### src/rtl/mem_port_arbiter.sv
// Shares one memory port between instruction fetch and load/store.
// One transaction in flight: IDLE grants, REQ presents the request downstream, RSP routes the reply back.
module mem_port_arbiter #(
    parameter int ADDR_W = 32,
    parameter int DATA_W = 32,
    parameter bit RR_EN  = 1'b1
) (
    input  logic                clk,
    input  logic                rstn,
    // Handshakes: a request transfers in the cycle where valid and ready are both high;
    // requesters hold valid and their fields steady until they see ready.
    // Responses are single-cycle pulses with no backpressure.
    input  logic                ifu_req_valid,
    output logic                ifu_req_ready,
    input  logic [ADDR_W-1:0]   ifu_addr,
    output logic                ifu_rsp_valid,
    output logic [DATA_W-1:0]   ifu_rdata,
    input  logic                lsu_req_valid,
    output logic                lsu_req_ready,
    input  logic [ADDR_W-1:0]   lsu_addr,
    input  logic                lsu_wen,
    input  logic [DATA_W-1:0]   lsu_wdata,
    input  logic [DATA_W/8-1:0] lsu_wmask,
    output logic                lsu_rsp_valid,
    output logic [DATA_W-1:0]   lsu_rdata,
    output logic                mem_req_valid,
    input  logic                mem_req_ready,
    output logic [ADDR_W-1:0]   mem_addr,
    output logic                mem_wen,
    output logic [DATA_W-1:0]   mem_wdata,
    output logic [DATA_W/8-1:0] mem_wmask,
    input  logic                mem_rsp_valid,
    input  logic [DATA_W-1:0]   mem_rdata,
    output logic                arb_busy,
    output logic                arb_err,
    output logic [1:0]          arb_state
);

    localparam int MASK_W = DATA_W / 8;

    localparam logic [1:0] ST_IDLE = 2'd0;
    localparam logic [1:0] ST_REQ  = 2'd1;
    localparam logic [1:0] ST_RSP  = 2'd2;

    localparam logic OWN_IFU = 1'b0;
    localparam logic OWN_LSU = 1'b1;

    logic [1:0]        r_state;
    logic              r_owner;
    logic              r_last_owner;
    logic [ADDR_W-1:0] r_addr;
    logic              r_wen;
    logic [DATA_W-1:0] r_wdata;
    logic [MASK_W-1:0] r_wmask;
    logic              r_err;

    logic              w_idle;
    logic              w_grant_ifu;
    logic              w_grant_lsu;
    logic              w_accept;
    logic              w_rsp_fire;
    logic              w_stray_rsp;
    logic [1:0]        w_next_state;

    assign w_idle      = (r_state == ST_IDLE);
    assign w_accept    = w_grant_ifu | w_grant_lsu;
    assign w_rsp_fire  = (r_state == ST_RSP) & mem_rsp_valid;
    assign w_stray_rsp = (r_state != ST_RSP) & mem_rsp_valid;

    // Ties alternate away from the previous owner when round-robin is on, otherwise LSU wins.
    always_comb begin
        w_grant_ifu = 1'b0;
        w_grant_lsu = 1'b0;
        if (w_idle) begin
            if (ifu_req_valid && lsu_req_valid) begin
                if (RR_EN && (r_last_owner == OWN_LSU)) begin
                    w_grant_ifu = 1'b1;
                end else begin
                    w_grant_lsu = 1'b1;
                end
            end else begin
                w_grant_ifu = ifu_req_valid;
                w_grant_lsu = lsu_req_valid;
            end
        end
    end

    always_comb begin
        w_next_state = r_state;
        case (r_state)
            ST_IDLE: if (w_accept)      w_next_state = ST_REQ;
            ST_REQ:  if (mem_req_ready) w_next_state = ST_RSP;
            ST_RSP:  if (mem_rsp_valid) w_next_state = ST_IDLE;
            default:                    w_next_state = ST_IDLE;
        endcase
    end

    always_ff @(posedge clk) begin
        if (!rstn) begin
            r_state      <= ST_IDLE;
            r_owner      <= OWN_IFU;
            r_last_owner <= OWN_LSU;
            r_addr       <= '0;
            r_wen        <= 1'b0;
            r_wdata      <= '0;
            r_wmask      <= '0;
            r_err        <= 1'b0;
        end else begin
            r_state <= w_next_state;
            if (w_grant_lsu) begin
                r_owner <= OWN_LSU;
                r_addr  <= lsu_addr;
                r_wen   <= lsu_wen;
                r_wdata <= lsu_wdata;
                r_wmask <= lsu_wmask;
            end else if (w_grant_ifu) begin
                r_owner <= OWN_IFU;
                r_addr  <= ifu_addr;
                r_wen   <= 1'b0;
                r_wdata <= '0;
                r_wmask <= '0;
            end
            // Clearing the request on completion keeps every mem_* output at zero while idle.
            if (w_rsp_fire) begin
                r_last_owner <= r_owner;
                r_addr       <= '0;
                r_wen        <= 1'b0;
                r_wdata      <= '0;
                r_wmask      <= '0;
            end
            if (w_stray_rsp) begin
                r_err <= 1'b1;
            end
        end
    end

    assign ifu_req_ready = w_grant_ifu;
    assign lsu_req_ready = w_grant_lsu;

    assign mem_req_valid = (r_state == ST_REQ);
    assign mem_addr      = r_addr;
    assign mem_wen       = r_wen;
    assign mem_wdata     = r_wdata;
    assign mem_wmask     = r_wmask;

    assign ifu_rsp_valid = w_rsp_fire & (r_owner == OWN_IFU);
    assign lsu_rsp_valid = w_rsp_fire & (r_owner == OWN_LSU);
    assign ifu_rdata     = ifu_rsp_valid ? mem_rdata : '0;
    // Stores acknowledge with zero data regardless of what the bus returns.
    assign lsu_rdata     = (lsu_rsp_valid && !r_wen) ? mem_rdata : '0;

    assign arb_busy  = (r_state != ST_IDLE);
    assign arb_err   = r_err;
    assign arb_state = r_state;

endmodule

### config.mk
export PLATFORM = sky130hd
export DESIGN_NAME = mem_port_arbiter
export DESIGN_NICKNAME = d
export VERILOG_FILES = /design/src/rtl/mem_port_arbiter.sv
export SDC_FILE = /design/constraint.sdc
export NUM_CORES = 1
export LEC_CHECK = 0
export ABC_CLOCK_PERIOD_IN_PS = 1400
export BUFFER_PORTS_ARGS = -buffer_cell sky130_fd_sc_hd__buf_2
export CORE_AREA = 2 2 110 112
export CTS_BUF_LIST = sky130_fd_sc_hd__clkbuf_2 sky130_fd_sc_hd__clkbuf_4 sky130_fd_sc_hd__clkbuf_8
export DETAILED_ROUTE_END_ITERATION = 10
export DIE_AREA = 0 0 112 114
export MAX_ROUTING_LAYER = met4
export PLACE_DENSITY = 0.64
export RECOVER_POWER = 100
export SYNTH_ARGS = -nofsm -noshare
export SYNTH_HDL_FRONTEND = slang
export SYNTH_SLANG_ARGS = --single-unit
### constraint.sdc
create_clock -name clk -period 1.4 [get_ports clk]
set_input_delay 0.07 -clock clk [delete_from_list [all_inputs] [get_ports clk]]
set_output_delay 0.07 -clock clk [all_outputs]
set_load 0.02 [all_outputs]
==> results of run 1 <==
==> synth_stat cells (2+ instances only) <==
cell type       count  share of area
a21oi_1            39          0.052
a31oi_1            32          0.053
and2_1             66           0.11
buf_1               2         0.0020
buf_2              18          0.024
buf_6              13          0.039
bufbuf_8            4          0.020
clkbuf_1           11          0.011
dfxtp_1            74           0.40
dlygate4sd1_1       3         0.0070
dlymetal6s2s_1      2         0.0067
nand2b_1            2         0.0033
nand3_1            69          0.092
nand4_1            32          0.053
nor2_1              2         0.0020
nor2_2              2         0.0033
nor2b_1             3         0.0050
o21ai_1            68          0.091
==> worst paths after layout <==
kind / start / endpoint / slack [ns]
setup / recovery: arb_state[0]$_SDFFE_PN0P_ / lsu_rdata[8] / -0.34
hold / removal: mem_req_ready / arb_state[0]$_SDFFE_PN0P_ / 0.01
setup reg to reg: arb_state[1]$_SDFFE_PN0P_ / mem_wdata[13]$_SDFFE_PP0P_ / -0.29
hold reg to reg: mem_wdata[3]$_SDFFE_PP0P_ / mem_wdata[3]$_SDFFE_PP0P_ / 0.48
==> metal layers <==
metal  GRT usage  wire length, µm  vias to the layer above  part of all wire
met4      0.1472             1202                        0             0.057
li1            -                -                     2456                 -
met1      0.2734             7726                     2609              0.36
met2      0.4388            10670                      409              0.50
met3     0.06057             1581                      107             0.075
met5           -                0                        -                 0
==> cell families after synthesis <==
kind of cell    synth area share
simple gates              0.2831
flops                     0.3953
buf+inv                   0.1109
compound gates            0.2107
==> through the flow <==
step                instance area (µm²)    util  setup WS, ns  total power (µW)  hold WS [ns]
floorplan                          3790       -     -0.007739              3161        0.1603
global placement                   5286  0.4514       0.06854              3675        0.3402
detailed placement                 5286  0.4514       0.01574              3697        0.3496
CTS                                6829  0.5831       -0.3451              5824     0.0009814
global route                       8203  0.7004       -0.3798              6561       0.02348
finish                             8203  0.7004       -0.3413              6328      0.009981
==> what timing repair did <==
item / 4_1_cts / 5_1_grt
hold buffers: 100 / 2
gates resized for setup: 77 / 270
pin swaps: 27 / 161
setup buffers: 5 / 13
setup endpoints to repair: 72 / 138
endpoints found under the hold margin: 69 / 2
gates cloned: 3 / 15
==> area by class of cell <==
class / count / share of cell area
Clock buffer: 11 / 0.01846
Sequential cell: 74 / 0.1818
Inverter: 1 / 0.0007627
Clock inverter: 5 / 0.007627
Antenna cell: 3 / 0.0009152
Multi-Input combinational cell: 326 / 0.3176
Tap cell: 147 / 0.02242
Timing Repair Buffer: 441 / 0.4504
==> critical path: cells and delay by family (launching register included) <==
family | cells | cell delay (ns)
flops | 1 | 0.34
buf+inv | 2 | 0.30
simple gates | 3 | 0.67
==> sequential cells by signal, indices dropped and copies added (netlist names) <==
name	cells
mem_addr	32
arb_err	1
r_last_owner	1
mem_wdata	32
mem_wen	1
mem_wmask	4
r_owner	1
arb_state	2
==> power breakdown <==
| part | leakage (µW) | internal, µW | switching, µW | total (µW) |
|---|---|---|---|---|
| Sequential | 0.000607 | 2240 | 82.0 | 2330 |
| Combinational | 0.00264 | 1020 | 1190 | 2210 |
| Clock | 0.000102 | 927 | 868 | 1790 |
| Total | 0.00335 | 4190 | 2140 | 6330 |
==> reports/results.ini, run 1 <==
[outcome]
status = finished, violations left
violations = setup timing

[clocking]
cts_tree = done
cts.sinks = 74
clkTransAtPathRegs_ns = 0.09
cts_buffer_depth = 2
clk_latency_ns = 0.36
cts-buffers-inserted = 9
root_buffer = clkbuf_8
htreeDepth = 3

[sta]
rsz0062_at_grt = yes
fin_crit_sh = 1.244
timing.fmax_ghz = 0.5743
fin_setup_tns_ns = -33.66
finClkSkew_ns = 0.01351
setup_viol = 138
hold_viol = 0
max_slew_margin = 0.5416
worst_pin_slew_ns = 0.6875
layout_setup_ws_ns = -0.3413
fin_crit_ns = 1.741
report.final.slew_viol_count = 0

[worst_setup_path]
worstPathRequired_ns = 1.33
slowest_stage = dfxtp_2
crit_arrival_ns = 1.67
path_class = register to output pin
rr_worst_depth = 8
startpoint_type = register
max_stage_delay_ns = 0.34
path_cells = and4b_2 -> and2b_4 -> clkbuf_16 -> and2_4 -> buf_6
critical_path.endpoint_type = output pin
crit_path_max_fanout = 8

[logic_synthesis]
ys_dominant_reg_cell = dfxtp_1
syn_inst = 454
synth_enable_flop_cells = 0
synth_seq_cells = 74
yosys_warnings = 0
avgSynthCellArea_um2 = 8.254
synthArstFlopShare = 0
synth_cell_type_count = 30
ys_seq_area_frac = 0.3953
netlist_area_mm2 = 0.003747
synthesis.nets = 593

[cells_and_area]
fillers = 831
regArea_mm2 = 0.001491
layout_commonest_cell = buf_2
fin_cells = 1008
final_cell_mix = buf_2, dlygate4sd3_1, buf_6
multi_input_area_mm2 = 0.002605
finalNetCount = 992
area_growth_pct = 118.9
drive_above_1_share = 0.5524

[run]
maxCapViolations = 0

[die]
ios = 281
rows = 40
fp.dieH_um = 114
start_util = 0.3200
die_x_um = 112
core_mm2 = 0.01171
die-area_mm2 = 0.01277

[worst_hold_path]
whs_path_depth = 3
min_path_type = primary input to register

[detailed_routing]
drtIter0Drc = 701
drc = 0
num_vias = 5581
ant_nets = 0
first_pass_iters = 8
avgRoutedWirePerCell_um = 21.01
wl_um = 21180
viasPerCell = 5.537

[global_routing]
grt_antenna_before_repair = 3
grt_pass1_vias = 5028
grt_pass1_wl_um = 25410
grt_use_total = 0.2564
grt_max_degree = 56
overflow = 0

[place]
numPlacedInstances = 854
gp_congestion = 0.9258
dp_hpwl_um = 10740
port-buffer-count = 280

[pwr]
peakVddDrop_uv = 463.3
powerDensity_mw_per_mm2 = 771.5
p_leak_uw = 0.003350

No activity file was read; power rests on OpenSTA's default activity.
==> run 2: changes to the inputs <==
Settings changed: ABC_AREA set to 1, CORE_AREA 2 2 110 112 to 2 2 109 111, DIE_AREA 0 0 112 114 to 0 0 111 113.
==> run 2 against run 1 <==
Against the previous run: the flow still finishes with violations (setup timing); synthesized area fell by 3.7%; synthesized cell count rose by 21%; die area fell by 1.8%; fmax rose by 11%; hold slack improved by 0.014 ns; power rose by 13%; wire length fell by 15%; via count fell by 4.5%; critical path depth rose by 2; combinational power rose by 21%; count of clock-buffer cells in the layout did not move; core utilization rose by 1.9 points; largest power group is now combinational logic.
==> reports/results.ini, run 2 <==
[worst_setup_path]
critPathLaunch = arb_state[0]$_SDFFE_PN0P_
r2r_end = mem_addr[21]$_SDFFE_PP0P_
slowest_stage = dfxtp_2
startpoint_type = register
crit_arrival_ns = 1.50  ; -0.17 ns
cpLargestDelayFamily = buffers and inverters
max_stage_delay_ns = 0.33  ; about the same
worstPathRequired_ns = 1.33  ; about the same
rrSetupSlack_ns = -0.13  ; +0.16 ns
critical_path.endpoint_type = output pin
r2r-start = arb_state[1]$_SDFFE_PN0P_
path_cells = inv_2 -> nand3_4 -> nor2_4 -> inv_6 -> buf_16 -> nor2_2 -> buf_6
rr_worst_depth = 10  ; +2
critical_path_buf_inv_count = 4  ; +2
path_depth = 7  ; +2
path_class = register to output pin
crit_path_max_fanout = 10  ; +2
cp-endpoint = ifu_rdata[3]

[place]
gp_congestion = 0.9453  ; +2.1%
postPlaceCellArea_mm2 = 0.005589  ; +5.7%
dp_hpwl_um = 9970  ; -7.2%
pre_cts_ws_ns = 0.05301  ; +0.03727 ns
numPlacedInstances = 946  ; +11%
port-buffer-count = 280  ; unchanged

[clocking]
htreeDepth = 3  ; unchanged
cts_buffer_depth = 2  ; unchanged
cts.sinks = 74  ; unchanged
root_buffer = clkbuf_8
clk_latency_ns = 0.36  ; about the same
cts-buffers-inserted = 9  ; unchanged
clkTransAtPathRegs_ns = 0.08  ; about the same
cts_tree = done

[cells_and_area]
finalNetCount = 1033  ; +4.1%
final_cell_mix = buf_2, nand2_1, dfxtp_1
fillers = 802  ; -3.5%
utilization = 0.7195  ; +0.01908
drive_above_1_share = 0.6118  ; +0.05934
area_growth_pct = 124.8
fin_cells = 1043  ; +3.5%
final_cell_area_mm2 = 0.008110  ; -1.1%
layout_commonest_cell = buf_2

[detailed_routing]
avgRoutedWirePerCell_um = 17.22  ; -18%
drtIter0Drc = 268  ; -62%
viasPerCell = 5.112  ; -7.7%
wl_um = 17960  ; -15%
num_vias = 5332  ; -4.5%
wl_met3_um = 1279  ; -19%
ant_nets = 0  ; unchanged
met1_length_um = 6132  ; -21%
highest_layer = met4
met2_length_um = 9865  ; -7.6%
first_pass_iters = 5  ; -3
drc = 0  ; unchanged

[pwr]
internal_power_uw = 4741  ; +13%
swShare = 0.3390  ; +0.001522
powerDensity_mw_per_mm2 = 884.3  ; +15%
peakVddDrop_uv = 590.0  ; +27%
pwr-share-clk = 0.292  ; +0.008
p_seq_frac = 0.336  ; -0.031
combinationalPowerShare = 0.372  ; +0.023
p_switching_uw = 2431  ; +14%
p_leak_uw = 0.004315  ; +29%

[logic_synthesis]
yosys_warnings = 0  ; unchanged
synth_commonest_cells = nand2_1, dfxtp_1, inv_1
ys_seq_area_frac = 0.4105  ; +0.01522
yosysMostFrequentCell = nand2_1
syn_inst = 551  ; +21%
synth_largest_area_cell = dfxtp_1
synth_enable_flop_cells = 0  ; unchanged
synthesis.nets = 690  ; +16%
synth_area_leaders = dfxtp_1, nand2_1, nand4_1, inv_1, nor2_1
avgSynthCellArea_um2 = 6.549  ; -21%
netlist_area_mm2 = 0.003608  ; -3.7%
synth_top_cell_area_share = 0.4105  ; +0.01522
synthArstFlopShare = 0  ; unchanged
ys_dominant_reg_cell = dfxtp_1
synth_seq_cells = 74  ; unchanged
synth_cell_type_count = 19  ; -37%

[sta]
layout_setup_ws_ns = -0.1735  ; +0.1678 ns
timing.fmax_ghz = 0.6355  ; +11%
fin_crit_sh = 1.124  ; -0.1198
fin_crit_ns = 1.574  ; -0.1678 ns
rsz0062_at_grt = yes
hold_ws_ns = 0.02349  ; +0.01351 ns
setup_viol = 138  ; unchanged
max_slew_margin = 0.6839  ; +0.1422
hold_viol = 0  ; unchanged
finClkSkew_ns = 0.009214  ; -0.004294 ns
worst_pin_slew_ns = 0.4724  ; -0.2151 ns
report.final.slew_viol_count = 0  ; unchanged

[outcome]
violations = setup timing
status = finished, violations left

[global_routing]
overflow = 0  ; unchanged
grt_use_total = 0.2377  ; -0.01878
grt_pass1_wl_um = 23490  ; -7.5%
grt_max_degree = 38  ; -32%
grt_pass1_vias = 4847  ; -3.6%
grt_antenna_before_repair = 1  ; -2

[die]
die_x_um = 111  ; -0.89%
ios = 281  ; unchanged
core_mm2 = 0.01127  ; -3.7%
rows = 39  ; -2.5%
die-area_mm2 = 0.01254  ; -1.8%
start_util = 0.3201  ; about the same
fp.dieH_um = 113  ; -0.88%

[run]
maxCapViolations = 0  ; unchanged

[worst_hold_path]
min_path_type = primary input to register

run 2: changes by cell type after synthesis, moves of 11 or more:
| cell | delta |
|---|---|
| buf_6 | -11 |
| nand3_1 | -34 |
| o21ai_1 | -68 |
| nand4_1 | +32 |
| a31oi_1 | -32 |
| inv_1 | +73 |
| nor2_1 | +66 |
| nand2_1 | +144 |
| and2_1 | -66 |
run 2: logic make-up after synthesis:
group	count (synthesis)	share of synthesized area
buf+inv	120	0.1401
compound gates	43	0.06276
simple gates	314	0.3866
flops	74	0.4105
run 2: worst min-delay path by stage:
stage                        from                   endpoint  cells past startpoint
floorplan                    rstn  r_last_owner$_SDFFE_PN1N_                      1
global route        mem_rsp_valid       arb_err$_SDFFE_PN0P_                      3
CTS                 mem_rsp_valid       arb_err$_SDFFE_PN0P_                      3
global placement     lsu_wmask[2]  mem_wmask[2]$_SDFFE_PP0P_                      3
finish              mem_rsp_valid       arb_err$_SDFFE_PN0P_                      3
detailed placement   lsu_wdata[6]  mem_wdata[6]$_SDFFE_PP0P_                      3
run 2: worst register-to-register path: stages (launching register included):
cell	delay, ns
dfxtp_4	0.36
buf_6	0.12
nor2_4	0.16
buf_6	0.13
buf_6	0.10
o21ai_4	0.12
clkbuf_16	0.22
nand2_4	0.07
nand3_2	0.06
nand2_1	0.05
inv_1	0.04
run 2: layout make-up:
type / instances / area [µm²] / area share
multi-input combinational: 358 / 2808 / 0.3462
antenna: 1 / 2.502 / 0.0003085
timing repair buffer: 376 / 3097 / 0.3818
clock inverter: 5 / 100.1 / 0.01234
clock buffer: 11 / 151.4 / 0.01867
tap: 143 / 178.9 / 0.02206
sequential: 74 / 1486 / 0.1833
inverter: 75 / 286.5 / 0.03533
run 2: repair_timing:
item	4_1_cts	5_1_grt
setup buffers	15	8
resized for setup	154	214
cloned	6	15
endpoints found under the setup margin	68	139
hold buffers	39	0
endpoints found under the hold margin	41	0
pin swaps	2	56
run 2: stage by stage:
stage | setup TNS, ns | power (µW)
after floorplan | -1.036 | 3355
after global placement | 0 | 3929
after detailed placement | 0 | 3953
after CTS | -9.848 | 6433
after global routing | -21.67 | 7450
final | -13.48 | 7172
run 2: layer usage:
layer / track usage / vias up
met5: - / -
met4: 0.1175 / 0
met3: 0.04231 / 57
met2: 0.4389 / 308
met1: 0.2433 / 2514
li1: - / 2453
run 2: power by group through the flow:
stage / Combinational, µW / Clock [µW] / Sequential, µW
final: 2670 / 2100 / 2410
after global routing: 2810 / 2210 / 2430
after CTS: 1960 / 2130 / 2350
after detailed placement: 1560 / 0 / 2390
after global placement: 1540 / 0 / 2390
after floorplan: 783 / 0 / 2570
